File: config.mk
export PLATFORM = sky130hd
export DESIGN_NAME = div_seq
export DESIGN_NICKNAME = d
export VERILOG_FILES = /design/src/rtl/div_pkg.sv /design/src/rtl/addsub_w.sv /design/src/rtl/div_seq.sv
export SDC_FILE = /design/constraint.sdc
export NUM_CORES = 1
export LEC_CHECK = 0
export ABC_AREA = 1
export BUFFER_PORTS_ARGS = -buffer_cell sky130_fd_sc_hd__buf_2
export CAP_MARGIN = 20
export CORE_UTILIZATION = 60
export CTS_BUF_LIST = sky130_fd_sc_hd__clkbuf_2
export DETAILED_ROUTE_END_ITERATION = 10
export PLACE_DENSITY_LB_ADDON = 0.2
export SYNTH_ARGS = -nofsm -noshare
export SYNTH_HDL_FRONTEND = slang
export SYNTH_SLANG_ARGS = --single-unit
export TNS_END_PERCENT = 30
File: constraint.sdc
create_clock -name clk -period 3.2 [get_ports clk]
set_clock_uncertainty 0.2 [all_clocks]
set_input_delay 0.64 -clock clk [delete_from_list [all_inputs] [get_ports clk]]
set_output_delay 0.64 -clock clk [all_outputs]
set_load 0.05 [all_outputs]
File: src/rtl/div_pkg.sv
// Shared definitions for the sequential signed divider: FSM state type,
// default operand width and the quotient reported on a divide by zero.
package div_pkg;

  typedef enum logic [1:0] {
    IDLE   = 2'd0,
    DIVIDE = 2'd1,
    FIX    = 2'd2
  } state_t;

  localparam int DEF_WIDTH = 4;

  // Divide-by-zero quotient: all ones (-1), sliced to the operand width by users.
  localparam logic [63:0] DIV0_QUOT = {64{1'b1}};

endpackage

File: src/rtl/addsub_w.sv
// Parameterised ripple-carry adder/subtractor used for the trial subtraction.
// op=1 computes a - b (b inverted, carry-in set); c_out=1 then means no borrow.
module addsub_w #(
  parameter int N = 5
) (
  input  logic [N-1:0] a,
  input  logic [N-1:0] b,
  input  logic         op,
  output logic [N-1:0] sum,
  output logic         c_out
);

  // Ripple the carry bit by bit through N full adders.
  always_comb begin
    logic carry;
    logic bx;
    carry = op;
    bx    = 1'b0;
    sum   = {N{1'b0}};
    for (int i = 0; i < N; i++) begin
      bx     = b[i] ^ op;
      sum[i] = a[i] ^ bx ^ carry;
      carry  = (a[i] & bx) | (a[i] & carry) | (bx & carry);
    end
    c_out = carry;
  end

endmodule

File: src/rtl/div_seq.sv
// Sequential signed divider: restoring division on magnitudes, one quotient
// bit per cycle, followed by a sign-fix cycle that registers the results.
module div_seq
  import div_pkg::*;
#(
  parameter int WIDTH = DEF_WIDTH
) (
  input  logic                    clk,
  input  logic                    rst_n,
  input  logic                    start,
  input  logic signed [WIDTH-1:0] a,
  input  logic signed [WIDTH-1:0] b,
  output logic                    busy,
  output logic                    done,
  output logic signed [WIDTH-1:0] quot,
  output logic signed [WIDTH-1:0] rem,
  output logic                    div0,
  output logic                    ovf
);

  localparam int               CNT_W        = $clog2(WIDTH + 1);
  localparam logic [CNT_W-1:0] CNT_LAST     = CNT_W'(WIDTH - 1);
  localparam logic [CNT_W-1:0] CNT_ONE      = {{(CNT_W-1){1'b0}}, 1'b1};
  localparam logic [WIDTH-1:0] ONE_W        = {{(WIDTH-1){1'b0}}, 1'b1};
  localparam logic [WIDTH-1:0] ZERO_W       = {WIDTH{1'b0}};
  localparam logic [WIDTH-1:0] MOST_NEG_MAG = {1'b1, {(WIDTH-1){1'b0}}};

  // Two's complement negation, wrapping modulo 2^WIDTH.
  function automatic logic [WIDTH-1:0] neg_w(input logic [WIDTH-1:0] v);
    return ~v + ONE_W;
  endfunction

  // Magnitude of a signed operand; the most-negative value maps to 2^(WIDTH-1).
  function automatic logic [WIDTH-1:0] mag_w(input logic [WIDTH-1:0] v);
    if (v[WIDTH-1]) begin
      return neg_w(v);
    end else begin
      return v;
    end
  endfunction

  state_t           state_r, state_s;
  logic [CNT_W-1:0] cnt_r;
  logic             sign_a_r, sign_b_r;
  logic [WIDTH-1:0] dvd_r;   // |a| shifting out, quotient bits shifting in
  logic [WIDTH-1:0] dvs_r;   // |b|
  logic [WIDTH-1:0] prem_r;  // partial remainder, always below |b| between steps
  logic             busy_r, done_r, div0_r, ovf_r;
  logic [WIDTH-1:0] quot_r, rem_r;

  logic [WIDTH:0]   shifted_s, diff_s;
  logic             no_borrow_s;
  logic             unused_diff_msb_s;
  logic             fix_hold_s, fix_div0_s, fix_ovf_s;
  logic [WIDTH-1:0] fix_quot_s, fix_rem_s;

  assign shifted_s = {prem_r, dvd_r[WIDTH-1]};

  addsub_w #(.N(WIDTH + 1)) u_addsub (
    .a     (shifted_s),
    .b     ({1'b0, dvs_r}),
    .op    (1'b1),
    .sum   (diff_s),
    .c_out (no_borrow_s)
  );

  // An accepted difference is always below |b|, so its top bit is never needed.
  assign unused_diff_msb_s = diff_s[WIDTH];

  // Divide-by-zero dwells one extra cycle in FIX so its latency is two edges.
  assign fix_hold_s = (dvs_r == ZERO_W) && (cnt_r == {CNT_W{1'b0}});

  // Sign-corrected results and status flags presented to the FIX cycle.
  always_comb begin
    fix_div0_s = (dvs_r == ZERO_W);
    fix_ovf_s  = 1'b0;
    fix_quot_s = ZERO_W;
    fix_rem_s  = ZERO_W;
    if (fix_div0_s) begin
      fix_quot_s = DIV0_QUOT[WIDTH-1:0];
      fix_rem_s  = sign_a_r ? neg_w(dvd_r) : dvd_r;
    end else begin
      fix_quot_s = (sign_a_r ^ sign_b_r) ? neg_w(dvd_r) : dvd_r;
      fix_rem_s  = sign_a_r ? neg_w(prem_r) : prem_r;
      fix_ovf_s  = !(sign_a_r ^ sign_b_r) && (dvd_r == MOST_NEG_MAG);
    end
  end

  // FSM state register.
  always_ff @(posedge clk or negedge rst_n) begin
    if (!rst_n) begin
      state_r <= IDLE;
    end else begin
      state_r <= state_s;
    end
  end

  // FSM next-state logic.
  always_comb begin
    state_s = state_r;
    case (state_r)
      IDLE: begin
        if (start) begin
          state_s = (b == ZERO_W) ? FIX : DIVIDE;
        end else begin
          state_s = IDLE;
        end
      end
      DIVIDE: begin
        if (cnt_r == CNT_LAST) begin
          state_s = FIX;
        end else begin
          state_s = DIVIDE;
        end
      end
      FIX: begin
        if (fix_hold_s) begin
          state_s = FIX;
        end else begin
          state_s = IDLE;
        end
      end
      default: state_s = IDLE;
    endcase
  end

  // Datapath: operand capture, restoring steps, and registered results.
  always_ff @(posedge clk or negedge rst_n) begin
    if (!rst_n) begin
      cnt_r    <= {CNT_W{1'b0}};
      sign_a_r <= 1'b0;
      sign_b_r <= 1'b0;
      dvd_r    <= ZERO_W;
      dvs_r    <= ZERO_W;
      prem_r   <= ZERO_W;
      busy_r   <= 1'b0;
      done_r   <= 1'b0;
      div0_r   <= 1'b0;
      ovf_r    <= 1'b0;
      quot_r   <= ZERO_W;
      rem_r    <= ZERO_W;
    end else begin
      case (state_r)
        IDLE: begin
          done_r <= 1'b0;
          if (start) begin
            sign_a_r <= a[WIDTH-1];
            sign_b_r <= b[WIDTH-1];
            dvd_r    <= mag_w(a);
            dvs_r    <= mag_w(b);
            prem_r   <= ZERO_W;
            cnt_r    <= {CNT_W{1'b0}};
            busy_r   <= 1'b1;
          end
        end
        DIVIDE: begin
          cnt_r <= cnt_r + CNT_ONE;
          dvd_r <= {dvd_r[WIDTH-2:0], no_borrow_s};
          if (no_borrow_s) begin
            prem_r <= diff_s[WIDTH-1:0];
          end else begin
            prem_r <= shifted_s[WIDTH-1:0];
          end
        end
        FIX: begin
          if (fix_hold_s) begin
            cnt_r <= cnt_r + CNT_ONE;
          end else begin
            quot_r <= fix_quot_s;
            rem_r  <= fix_rem_s;
            div0_r <= fix_div0_s;
            ovf_r  <= fix_ovf_s;
            done_r <= 1'b1;
            busy_r <= 1'b0;
          end
        end
        default: begin
          busy_r <= 1'b0;
          done_r <= 1'b0;
        end
      endcase
    end
  end

  assign busy = busy_r;
  assign done = done_r;
  assign quot = quot_r;
  assign rem  = rem_r;
  assign div0 = div0_r;
  assign ovf  = ovf_r;

endmodule
; ---- After elaboration in Yosys (flattened, before gate mapping)
; Cells that the tools add are included.
; Widths: inputs -> output; s select.
[totals]
regBits = 31
word_cells = 106
[classes]
n_addsub = 5
eq_ne = 7
mux = 26
n_bitwise = 40
reduce_logical = 15
[ops]
columns = op, count
row1 = $mux 4, 10
row2 = $add 4x1->4 const B, 4
row3 = $not 4->4, 4
row4 = $pmux 4 s2, 2
row5 = $and 1x1->1, 11
row6 = $or 1x1->1, 10
row7 = $pmux 3 s3, 1
row8 = $logic_not 4->1, 2
row9 = $mux 2, 4
row10 = $reduce_and 2->1, 4
row11 = $xor 1x1->1, 8
row12 = $not 1->1, 7
row13 = $mux 3, 2
row14 = $ne 2x2->1 const B, 3
row15 = $pmux 2 s3, 1
row16 = $reduce_and 3->1, 2
row17 = $eq 4x4->1 const B, 1
row18 = $mux 1, 4
row19 = $add 3x1->3 const B, 1
row20 = $eq 3x2->1 const B, 1
row21 = $logic_not 3->1, 1
row22 = $pmux 1 s3, 1
row23 = $reduce_bool 3->1, 1
row24 = $eq 2x1->1 const B, 1
row25 = other kinds (6), 7

; ---- Longest topological paths before layout
[logic_depth]
depth_word = 18
mapped_depth = 10

; ---- Hierarchy
; A second synthesis with hierarchy kept.
[hier_totals]
hier_cells = 275
area_unflattened_um2 = 2048.2
[modules_own_cells]
columns = module, n_inst, cells_each, area_each_um2, seq_area_each_um2
row1 = div_seq, 1, 240, 1823.0, 775.7
row2 = addsub_w, 1, 35, 225.2, 0.0

; ---- Worst setup path before layout
; Ideal clock, no wire load.
[synth_timing]
path_kind = flip-flop to flip-flop
from = register dvd_r[3]
to = register dvd_r[0]
arrival_time_ns = 2.307
required_time_ns = 2.870
setup_slack_ns = 0.563
path_stages_with_launch = 11
path_buffers = 0
synth_period_minus_slack_ns = 2.637
cell_sequence = dfrtp_1 inv_1 ha_1 inv_1 fa_1 fa_1 fa_1 nor2_1 nand2_1 o211ai_1 o21ai_0
[synth_via]
elab_chain_len = 16
elab_cells_between_ends = 19
cone_classes = mux (1) / bitwise (18)
[synth_rtl]
columns = element, line_no
row1 = start: declaration, div_seq.sv:45  ; logic [WIDTH-1:0] dvd_r;
row2 = start signal: assignment, div_seq.sv:149  ; dvd_r <= mag_w(a);
row3 = start signal: assignment, div_seq.sv:158  ; dvd_r <= {dvd_r[WIDTH-2:0], no_borrow_s};
row4 = $and 1x1->1, addsub_w.sv:23  ; carry = (a[i] & bx) | (a[i] & carry) | (bx & carry);
row5 = $or 1x1->1 * (2 in series), addsub_w.sv:23
row6 = $and 1x1->1, addsub_w.sv:23
row7 = $or 1x1->1, addsub_w.sv:23
row8 = $or 1x1->1 *, addsub_w.sv:23
row9 = $and 1x1->1, addsub_w.sv:23
row10 = $or 1x1->1, addsub_w.sv:23
row11 = $or 1x1->1 *, addsub_w.sv:23
row12 = $and 1x1->1, addsub_w.sv:23
row13 = $or 1x1->1, addsub_w.sv:23
row14 = $or 1x1->1 *, addsub_w.sv:23
row15 = $and 1x1->1, addsub_w.sv:23
row16 = $or 1x1->1, addsub_w.sv:23
row17 = $or 1x1->1 *, addsub_w.sv:23
row18 = $pmux 4 s2 *, div_seq.sv:143  ; case (state_r)
; Mark *: on every way between the ends. The rest lies on a longest branch, timed or not.
; A chain may end at the register's enable or synchronous reset.

; ---- Final worst setup path
; Same ends and word-level chain as after synthesis.

==> flow_metrics.py <==
metrics = {
    "route": {
        "firstDrtPassIters": 5,
        "totalWireLength_um": 3870,
        "vias": 1619,
        "ant_nets": 0,
        "viasPerCell": 5.12,
        "drt_iter0_markers": 68,
        "wire_per_inst_um": 12.2,
        "drc": 0,
    },
    "timing": {
        "finalCritPeriodShare_pct": 91.5,
        "fmax_ghz": 0.342,
        "max-slew-margin-rel_pct": 53.6,
        "period_needed_ns": 2.93,
        "tightest_slew_ns": 0.695,
        "hold_viol": 0,
        "setup_viol": 0,
        "rsz0062_at_grt": "false",
        "tns_ns": 0,
        "maxSlewViolCount": 0,
    },
    "synthesis": {
        "netlist.area_leader.share_pct": 40.6,
        "synthTopCellsByArea": "dfrtp_1 41%, nand2_1 13%, ha_1 7.9%",
        "ys.flop_type": "dfrtp_1",
        "avgSynthCellArea_um2": 7.77,
        "synth.distinct_cells": 24,
        "netlist_instances": 246,
        "yosys.area.top_type": "dfrtp_1",
        "ys_ff_latch": 31,
        "synthesis.area_mm2": 0.00191,
        "synth.yosys.warnings": 0,
        "async_flop_share_pct": 100,
        "yosysMostFrequentCell": "nand2_1",
        "yosysSeqAreaShare_pct": 40.6,
        "synth_nets": 272,
        "synth_edf_count": 0,
        "synth_common_cells": "65 x nand2_1, 35 x inv_1, 31 x dfrtp_1, 25 x nor2_1, 18 x o21ai_0",
    },
    "clock_tree": {
        "clk_pin_slew_ns": 0.16,
        "h-tree-depth": 2,
        "worst_skew_pair.late_latency_ns": 0.39,
        "cts_root_buf": "clkbuf_2",
        "post_cts_buffers": 0,
        "numCtsBuffers": 5,
        "hold_buffers": 0,
        "cts.repair.resized": 0,
        "tritoncts": "done",
        "cts_buffer_depth": 2,
        "cts.sinks": 31,
    },
    "setup_path": {
        "cp_common_cell": "fa_1",
        "critPathCaptureType": "flip-flop",
        "critPathKind": "flip-flop to flip-flop",
        "required_ns": 3.27,
        "startpoint_type": "flip-flop",
        "worst_path_largest_cell_delay_ns": 0.43,
        "path_max_fanout": 8,
        "cp.arrival_ns": 3.00,
        "path_cells": "inv_1 > ha_1 > inv_1 > fa_1 > fa_1 > fa_1 > nor2_1 > nand2_1 > o211ai_1 > o21ai_0",
        "crit_slowest_cell": "dfrtp_1",
    },
    "floorplanning": {
        "die_area_mm2": 0.00341,
        "core-area_mm2": 0.00303,
        "io_pins": 23,
        "die_w_um": 58.4,
        "fp.dieH_um": 58.4,
        "num_rows": 20,
        "start_util_pct": 63.1,
    },
    "placed_design": {
        "dp_hpwl_um": 2850,
        "placed_area_mm2": 0.00204,
        "gp_congestion": 0.861,
        "dp_cells": 308,
        "io_buffers": 22,
    },
    "global_route": {
        "grt-ovfl-total": 0,
        "grt_pass1_wl_um": 6620,
        "grt_max_degree": 32,
        "grtUsageTotal_pct": 25.8,
        "antenna_found_initial": 0,
        "grt_pass1_vias": 1545,
    },
    "job": {
        "cap_violations": 0,
    },
    "power_and_ir_drop": {
        "leakage_uw": 0.00111,
        "vdd_drop_max_uv": 516,
        "power_per_cell_area_mw_per_mm2": 1090,
        "finalPower_uw": 2260,
    },
    "outcome": {
        "status": "completed",
    },
    "cells_and_area": {
        "layoutNonFillerInstCount": 316,
        "syn_to_final_growth_pct": 8.64,
        "final_area_mm2": 0.00208,
        "drive_gt1_share_pct": 16.5,
        "nNetsFinal": 297,
        "antenna_cells": 0,
    },
    "min_path": {
        "min_path_type": "primary input to async pin",
    },
}
==> kinds of logic after synthesis <==
family	share of synthesized area (%)
buf+inv	9.23
xor+xnor	0.917
fa+ha+maj	11.0
compound gates	11.9
flops	40.6
simple gates	26.3
==> cell usage in the layout (no fill, tap or decap), types with 3 or more instances in the layout <==
master	count
nor2_1	25
dfrtp_1	31
inv_1	35
nand4_1	3
buf_2	22
ha_1	12
o21ai_2	5
o21ai_0	18
clkbuf_2	6
nand3_1	13
a21oi_1	5
fa_1	3
nand2_1	65
nand2_2	6
o22ai_1	6
==> worst max-delay path, delay by kind of cell, from the launching register on <==
family	cells	cell delay, ns
buffers and inverters	2	0.18
adders and majority gates	4	1.31
DFF	1	0.43
and+or+nand+nor	2	0.48
AOI/OAI and AO/OA	2	0.21
==> worst paths after layout <==
path                       startpoint       end  slack [ns]  cells after the start
max                          dvd_r[3]  dvd_r[0]        0.27                     10
min                             rst_n    rem[3]        0.06                      1
max reg2reg                  dvd_r[3]  dvd_r[0]        0.27                     10
min reg2reg                   quot[2]   quot[2]        0.29                      2
max in group asynchronous       rst_n      busy        2.28                      1
min in group clk              quot[2]   quot[2]        0.29                      2
==> metal layers <==
metal / track usage [%] / up-vias / wire (um) / share of wire, %
met5: 0 / - / 0 / 0
met4: 13.6 / 0 / 74 / 1.9
met3: 4.84 / 11 / 166 / 4.3
met2: 43.5 / 40 / 1910 / 49
met1: 31.6 / 737 / 1720 / 44
li1: - / 831 / - / -
==> sequential cells by signal (all words and copies together), names as in the netlist, 2 cells and up <==
| signal | flops |
|---|---|
| prem_r | 4 |
| dvs_r | 4 |
| rem | 4 |
| quot | 4 |
| cnt_r | 3 |
| dvd_r | 4 |
| state_r | 2 |
==> power breakdown <==
| group | switching, uW | total [uW] | internal (uW) |
|---|---|---|---|
| Sequential | 141 | 712 | 571 |
| Combinational | 918 | 1350 | 436 |
| Clock | 137 | 190 | 52.4 |
| Total | 1200 | 2260 | 1060 |
==> layout make-up <==
| type | instances | area (um^2) |
|---|---|---|
| clock buffer | 6 | 30.0 |
| fill | 280 | 952 |
| inverter | 37 | 139 |
| tap | 44 | 55.1 |
| sequential | 31 | 776 |
| clock inverter | 2 | 7.51 |
| timing repair buffer | 22 | 110 |
| multi-input combinational | 174 | 958 |
==> stage by stage <==
step | setup WS (ns) | hold WS (ns) | utilization [%]
after global routing | 0.0466 | 0.117 | 68.6
after global placement | 0.394 | 0.256 | 67.3
after detailed placement | 0.312 | 0.260 | 67.3
final | 0.273 | 0.0636 | 68.6
after CTS | 0.277 | 0.0935 | 68.6
after floorplan | 0.563 | 0.144 | -
(Power assumes the default switching activity.)
